[src/rtl/multicycle_controller.sv]
// Control FSM for a multicycle RV32I datapath sharing one ALU and one memory port.
// Decodes latched instruction fields into mux selects and write strobes, with a memory-ready timeout and sticky trap.
module multicycle_controller #(
  parameter int MEM_TIMEOUT = 15
) (
  input  logic       CLK,
  input  logic       RESET,
  input  logic       EN,
  input  logic [6:0] op,
  input  logic [2:0] funct3,
  input  logic       funct7b5,
  input  logic       Zero,
  input  logic       MemReady,
  output logic       PCWrite,
  output logic       IRWrite,
  output logic       RegWrite,
  output logic       MemWrite,
  output logic       AdrSrc,
  output logic [1:0] ResultSrc,
  output logic [1:0] ALUSrcA,
  output logic [1:0] ALUSrcB,
  output logic [2:0] ALUControl,
  output logic [1:0] ImmSrc,
  output logic [3:0] State,
  output logic       Trap
);

  localparam int CW = (MEM_TIMEOUT < 1) ? 1 : $clog2(MEM_TIMEOUT + 1);
  localparam logic [CW-1:0] T_MAX = CW'(MEM_TIMEOUT);

  localparam logic [6:0] OP_LW  = 7'b0000011;
  localparam logic [6:0] OP_SW  = 7'b0100011;
  localparam logic [6:0] OP_R   = 7'b0110011;
  localparam logic [6:0] OP_I   = 7'b0010011;
  localparam logic [6:0] OP_JAL = 7'b1101111;
  localparam logic [6:0] OP_BR  = 7'b1100011;

  typedef enum logic [3:0] {
    S_FETCH    = 4'd0,
    S_DECODE   = 4'd1,
    S_MEMADR   = 4'd2,
    S_MEMREAD  = 4'd3,
    S_MEMWB    = 4'd4,
    S_MEMWRITE = 4'd5,
    S_EXECR    = 4'd6,
    S_ALUWB    = 4'd7,
    S_EXECI    = 4'd8,
    S_JAL      = 4'd9,
    S_BEQ      = 4'd10,
    S_TRAP     = 4'd11
  } state_t;

  state_t        state_r, state_next_s;
  logic [CW-1:0] count_r, count_next_s;
  logic          trap_r;
  logic          wait_s, run_s;
  logic          pc_write_s, ir_write_s, reg_write_s, mem_write_s;

  function automatic logic f3_legal(input logic [2:0] f3);
    case (f3)
      3'b000, 3'b010, 3'b110, 3'b111: f3_legal = 1'b1;
      default:                        f3_legal = 1'b0;
    endcase
  endfunction

  function automatic logic [2:0] alu_decode(input logic [2:0] f3, input logic op5, input logic f7b5);
    case (f3)
      3'b000:  alu_decode = (op5 & f7b5) ? 3'b001 : 3'b000;
      3'b010:  alu_decode = 3'b101;
      3'b110:  alu_decode = 3'b011;
      3'b111:  alu_decode = 3'b010;
      default: alu_decode = 3'b000;
    endcase
  endfunction

  // Next-state and timeout-counter logic
  always_comb begin
    state_next_s = state_r;
    count_next_s = count_r;
    wait_s       = 1'b0;
    case (state_r)
      S_FETCH: begin
        wait_s = 1'b1;
        if (MemReady)              state_next_s = S_DECODE;
        else if (count_r == T_MAX) state_next_s = S_TRAP;
        else                       state_next_s = state_r;
      end
      S_DECODE: begin
        case (op)
          OP_LW, OP_SW: state_next_s = S_MEMADR;
          OP_R:         state_next_s = f3_legal(funct3) ? S_EXECR : S_TRAP;
          OP_I:         state_next_s = f3_legal(funct3) ? S_EXECI : S_TRAP;
          OP_JAL:       state_next_s = S_JAL;
          OP_BR:        state_next_s = (funct3 == 3'b000) ? S_BEQ : S_TRAP;
          default:      state_next_s = S_TRAP;
        endcase
      end
      S_MEMADR: state_next_s = op[5] ? S_MEMWRITE : S_MEMREAD;
      S_MEMREAD: begin
        wait_s = 1'b1;
        if (MemReady)              state_next_s = S_MEMWB;
        else if (count_r == T_MAX) state_next_s = S_TRAP;
        else                       state_next_s = state_r;
      end
      S_MEMWRITE: begin
        wait_s = 1'b1;
        if (MemReady)              state_next_s = S_FETCH;
        else if (count_r == T_MAX) state_next_s = S_TRAP;
        else                       state_next_s = state_r;
      end
      S_MEMWB, S_ALUWB, S_BEQ:   state_next_s = S_FETCH;
      S_EXECR, S_EXECI, S_JAL:   state_next_s = S_ALUWB;
      S_TRAP:                    state_next_s = S_TRAP;
      default:                   state_next_s = S_TRAP;
    endcase
    if (state_next_s != state_r)                        count_next_s = {CW{1'b0}};
    else if (wait_s && !MemReady && (count_r < T_MAX))  count_next_s = count_r + CW'(1'b1);
    else                                                count_next_s = count_r;
  end

  // State, counter and sticky trap registers; frozen while EN is low
  always_ff @(posedge CLK or negedge RESET) begin
    if (!RESET) begin
      state_r <= S_FETCH;
      count_r <= {CW{1'b0}};
      trap_r  <= 1'b0;
    end else if (EN) begin
      state_r <= state_next_s;
      count_r <= count_next_s;
      trap_r  <= trap_r | (state_next_s == S_TRAP);
    end else begin
      state_r <= state_r;
      count_r <= count_r;
      trap_r  <= trap_r;
    end
  end

  // Per-state selects and raw strobes
  always_comb begin
    pc_write_s  = 1'b0;
    ir_write_s  = 1'b0;
    reg_write_s = 1'b0;
    mem_write_s = 1'b0;
    AdrSrc      = 1'b0;
    ResultSrc   = 2'b00;
    ALUSrcA     = 2'b00;
    ALUSrcB     = 2'b00;
    ALUControl  = 3'b000;
    case (state_r)
      S_FETCH: begin
        ALUSrcB    = 2'b10;
        ResultSrc  = 2'b10;
        ir_write_s = MemReady;
        pc_write_s = MemReady;
      end
      S_DECODE: begin
        ALUSrcA = 2'b01;
        ALUSrcB = 2'b01;
      end
      S_MEMADR: begin
        ALUSrcA = 2'b10;
        ALUSrcB = 2'b01;
      end
      S_MEMREAD:  AdrSrc = 1'b1;
      S_MEMWRITE: begin
        AdrSrc      = 1'b1;
        mem_write_s = 1'b1;
      end
      S_MEMWB: begin
        ResultSrc   = 2'b01;
        reg_write_s = 1'b1;
      end
      S_EXECR: begin
        ALUSrcA    = 2'b10;
        ALUControl = alu_decode(funct3, op[5], funct7b5);
      end
      S_EXECI: begin
        ALUSrcA    = 2'b10;
        ALUSrcB    = 2'b01;
        ALUControl = alu_decode(funct3, op[5], funct7b5);
      end
      S_ALUWB: reg_write_s = 1'b1;
      S_JAL: begin
        ALUSrcA    = 2'b01;
        ALUSrcB    = 2'b10;
        pc_write_s = 1'b1;
      end
      S_BEQ: begin
        ALUSrcA    = 2'b10;
        ALUControl = 3'b001;
        pc_write_s = Zero;
      end
      default: begin
        pc_write_s = 1'b0;
      end
    endcase
  end

  // Immediate format follows the opcode regardless of state
  always_comb begin
    case (op)
      OP_SW:   ImmSrc = 2'b01;
      OP_BR:   ImmSrc = 2'b10;
      OP_JAL:  ImmSrc = 2'b11;
      default: ImmSrc = 2'b00;
    endcase
  end

  // Strobes drop immediately on reset assertion or when stalled
  assign run_s    = EN & RESET;
  assign PCWrite  = pc_write_s  & run_s;
  assign IRWrite  = ir_write_s  & run_s;
  assign RegWrite = reg_write_s & run_s;
  assign MemWrite = mem_write_s & run_s;
  assign State    = state_r;
  assign Trap     = trap_r;

endmodule

[config.mk]
export PLATFORM = sky130hd
export DESIGN_NAME = multicycle_controller
export DESIGN_NICKNAME = d
export VERILOG_FILES = /design/src/rtl/multicycle_controller.sv
export SDC_FILE = /design/constraint.sdc
export NUM_CORES = 1
export LEC_CHECK = 0
export BUFFER_PORTS_ARGS = -buffer_cell sky130_fd_sc_hd__buf_2
export CAP_MARGIN = 20
export CORE_UTILIZATION = 51
export DETAILED_ROUTE_END_ITERATION = 8
export PLACE_DENSITY = 0.8
export SYNTH_ARGS = -nofsm -noshare
export SYNTH_HDL_FRONTEND = slang
export SYNTH_SLANG_ARGS = --single-unit
[constraint.sdc]
create_clock -name CLK -period 2.2 [get_ports CLK]
set_input_delay 0.66 -clock CLK [delete_from_list [all_inputs] [get_ports CLK]]
set_output_delay 0.66 -clock CLK [all_outputs]
set_load 0.01 [all_outputs]
==> summary by stage <==
Status
The run finished, with violations left. The checks that failed: setup timing.

Yosys
Of all flip-flops after synthesis, the portion carrying an async set or reset was 1.00. In this run the cell area of the synthesized design comes to 1170 sq um. Of all cell types, the one taking the most synthesized area is sky130_fd_sc_hd__dfrtp_1. Synthesis produced a netlist whose cell count is 155.

A synthesized cell averages 7.55 sq um. The proportion of synthesized chip area in sequential cells is 0.193. In the post-synthesis netlist, the biggest area contributors are sky130_fd_sc_hd__dfrtp_1, sky130_fd_sc_hd__nor2_1, sky130_fd_sc_hd__o21ai_0, sky130_fd_sc_hd__a21oi_1, sky130_fd_sc_hd__nand2_1. The fraction of post-synthesis cell area in the top cell type by area is 0.193. The number of distinct library cells after synthesis is 52. The primary flip-flop cell chosen by synthesis mapping is sky130_fd_sc_hd__dfrtp_1. The count of flip-flops with a built-in enable after synthesis is 0. During synthesis, Yosys emitted a total of 0 warnings. The synthesized net count is 172. The register bit total from synthesis is 9.

Critical path
The launching element type of the critical path is a register. The endpoint type of the worst setup path is a primary output. The critical path is of the register to primary output type. The data required time at the worst endpoint is 1540 ps. Data arrives at the worst endpoint at 1540 ps. The maximum fanout along the worst path is 14.

GRT
For this run the aggregate overflow at the end of global routing stands at 0. The via count of the first global-routing pass came to 1411. The maximum number of pins on one net before global-route repair is 16. The wire length of the first global-routing pass is 6.22 mm. The initial antenna violation count is 0. The overall track demand over capacity in global routing is 0.322.

STA
The number of hold-slack violations in the final timing report was 0. The slack of the critical path is -0.784 ps. Timing would allow up to 454 MHz. The worst path in the final design needs a cycle of 2200 ps, including I/O delays and setup.

In the finished design, the share of the clock period the worst path needs comes to 1.00. The maximum clock skew at final layout is 0.287 ps. The tightest slew margin relative to the limit is 0.712. The max-slew violation count is 0. Setup repair after global routing could not meet its margin everywhere. The slew of the pin with the lowest slew margin is 428 ps. Setup violations remaining at the end of the flow were counted as 1.

Cells and area
Of the cells placed in the final design, the portion with a size suffix greater than 1 is 0.431. Compared with the post-synthesis result, the final layout area differs by 43.6%. The net count of the finished layout is 229. The utilization after layout is 0.815. The number of antenna diodes is 0.

Place
At the placement stage, the worst setup path has a slack of -48.8 ps. The final estimated routing congestion in global placement is 0.961. The quantity of I/O buffers inserted on ports is 36. The final HPWL from detailed placement is 2.89 mm.

Power
The leakage power is 0.754 nW. Across the VDD grid, the largest voltage drop is 0.992 mV. For this design the ratio of total power to cell area is 1260 nW/um^2. The post-route total power is 2.12 mW.

Floorplanning
The placeable core area is 2060 sq um. The number of placed I/O pins is 37. The total die area is 2490 sq um. The die extent in x is 49.9 um. The number of rows created at floorplan is 16. The die span in y is 49.9 um.

The initial core utilization is 0.567.

Run
The tool flagged a number of max-cap violations equal to 0.

Clock tree
The TritonCTS sink count is 9. The buffer cell driving the clock tree root is sky130_fd_sc_hd__clkbuf_4. TritonCTS built the clock tree. The longest clock path from root to sink contains 2 buffers. The number of CTS-inserted buffers is 3.

The clock-pin transition on the worst setup and hold timing paths is 60 ps. The deepest level of the CTS H-tree is 1. Clock latency on the worst-skew pair, taken at its later pin, is 260 ps. The number of hold-repair buffers added at the cts stage is 0.

Drt
In the final routing, the length of wire on met1 measures 1.69 mm. After detailed routing, the number of remaining DRC violations is 0. The via count normalized by instance count is 6.06. The routed wire length per instance is 16.7 um.

The routed design has 3.98 mm of wire. The wire length on met3 is 191 um. The routed length on met2 is 2.07 mm. The uppermost metal layer occupied by signal nets is met4.

The vias after detailed routing is 1442. The detail route stage leaves a number of antenna-violating nets equal to 0. The detailed-router iteration count before antenna repair is 4. After the first detailed-routing iteration, the DRC count stood at 73.

Worst hold path
The type of the most critical hold path is primary input to asynchronous set/reset pin.
[worst max-delay path, stage by stage (launching register included)]
cell and delay [ps]:
sky130_fd_sc_hd__dfrtp_1 430, sky130_fd_sc_hd__buf_6 180, sky130_fd_sc_hd__or4_4 440, sky130_fd_sc_hd__nor2_2 100, sky130_fd_sc_hd__buf_2 130
[state kept, by name, summed over array words and instances (netlist names)]
register / count
count_r: 4
State: 4
Trap: 1
[synthesized netlist by cell type (all sizes together), types with 2 or more instances]
master	instances
a22oi	2
nor3	3
a21oi	10
nor2b	2
nand2b	7
nor2	16
o21ai	12
or3	3
o221ai	2
and2	3
nand2	12
o32ai	2
xor2	2
clkbuf	4
nand3	7
nand4bb	3
or4b	2
a2111oi	2
xnor2	2
nand4b	2
buf	6
mux2	3
a211oi	2
dfrtp	9
a31oi	4
and4b	3
nor4b	2
nand3b	2
nor4	2
inv	7
[per-stage QoR]
step | TNS (ps) | instance area [sq um] | hold WS [ps] | cells
floorplan | 0 | 1170 | 364 | 155
global placement | 0 | 1510 | 448 | 231
detailed placement | -59.8 | 1510 | 480 | 231
CTS | 0 | 1590 | 221 | 239
global route | -183 | 1680 | 216 | 238
finish | -0.784 | 1680 | 223 | 238
[logic make-up (layout without fill, tap and decap cells)]
family                     after synthesis  count (layout)  share of synthesized area
adders and majority gates                1               1                     0.0107
buffers and inverters                   17              73                     0.0588
xor gates and xnor gates                 4               4                     0.0300
muxes                                    4               4                     0.0374
and+or+nand+nor                         74              74                      0.373
AOI/OAI and AO/OA                       46              46                      0.297
DFF                                      9               9                      0.193
[layout make-up]
cell class / instances / area, sq um
Clock buffer: 4 / 26.3
Timing Repair Buffer: 62 / 405
Tap cell: 27 / 33.8
Multi-Input combinational cell: 129 / 960
Sequential cell: 9 / 229
Inverter: 7 / 26.3
Fill cell: 136 / 382
[placed cells by master (no fill, tap or decap), types with 2 or more instances in the layout]
| cell type | synthesis | layout |
|---|---|---|
| sky130_fd_sc_hd__a21oi_1 | 10 | 10 |
| sky130_fd_sc_hd__inv_1 | 7 | 7 |
| sky130_fd_sc_hd__xnor2_1 | 2 | 2 |
| sky130_fd_sc_hd__nand2_1 | 12 | 11 |
| sky130_fd_sc_hd__dfrtp_1 | 9 | 6 |
| sky130_fd_sc_hd__nand4bb_1 | 3 | 2 |
| sky130_fd_sc_hd__a211oi_1 | 2 | 2 |
| sky130_fd_sc_hd__o32ai_1 | 2 | 2 |
| sky130_fd_sc_hd__and4b_1 | 3 | 3 |
| sky130_fd_sc_hd__o21ai_1 | 1 | 4 |
| sky130_fd_sc_hd__nor4_1 | 2 | 2 |
| sky130_fd_sc_hd__buf_2 | 4 | 36 |
| sky130_fd_sc_hd__nand3_1 | 7 | 7 |
| sky130_fd_sc_hd__nand3b_1 | 2 | 2 |
| sky130_fd_sc_hd__a31oi_1 | 3 | 3 |
| sky130_fd_sc_hd__and2_1 | 3 | 3 |
| sky130_fd_sc_hd__nor3_1 | 3 | 3 |
| sky130_fd_sc_hd__nand2b_1 | 7 | 4 |
| sky130_fd_sc_hd__or3_1 | 3 | 3 |
| sky130_fd_sc_hd__clkbuf_4 | 0 | 3 |
| sky130_fd_sc_hd__a22oi_1 | 2 | 2 |
| sky130_fd_sc_hd__o221ai_1 | 2 | 2 |
| sky130_fd_sc_hd__buf_6 | 0 | 6 |
| sky130_fd_sc_hd__dfrtp_2 | 0 | 3 |
| sky130_fd_sc_hd__nand2b_4 | 0 | 3 |
| sky130_fd_sc_hd__mux2_2 | 3 | 3 |
| sky130_fd_sc_hd__nand4b_1 | 2 | 2 |
| sky130_fd_sc_hd__o21ai_0 | 11 | 7 |
| sky130_fd_sc_hd__nor2_1 | 16 | 15 |
| sky130_fd_sc_hd__buf_4 | 0 | 19 |
[per-layer routing]
layer / GRT usage / up-vias
li1: - / 700
met1: 0.397 / 685
met2: 0.590 / 53
met3: 0.0648 / 4
met4: 0.0286 / 0
met5: 0 / -
[final timing paths]
check | startpoint | depth (start not counted) | endpoint | slack (ps)
min in group CLK | Trap$_DFFE_PN0P_ | 1 | Trap$_DFFE_PN0P_ | 490
worst min register to register | Trap$_DFFE_PN0P_ | 1 | Trap$_DFFE_PN0P_ | 490
worst min-delay path | RESET | 1 | Trap$_DFFE_PN0P_ | 220
worst max register to register | State[2]$_DFFE_PN0P_ | 5 | count_r[1]$_DFFE_PN0P_ | 150
worst max-delay path | State[1]$_DFFE_PN0P_ | 4 | IRWrite | -0.8
max in group asynchronous | RESET | 2 | State[2]$_DFFE_PN0P_ | 1660
[power breakdown]
part	total (mW)	internal (mW)	switching, mW
clock	0.129	0.0700	0.0586
sequential	0.297	0.225	0.0722
combinational	1.70	0.795	0.904
[what timing repair did]
action                     4_1_cts  5_1_grt
gates resized for setup          7       21
buffers inserted                 4        1
pin swaps                        1        7
setup endpoints to repair        8       12
(Power assumes the default switching activity.)
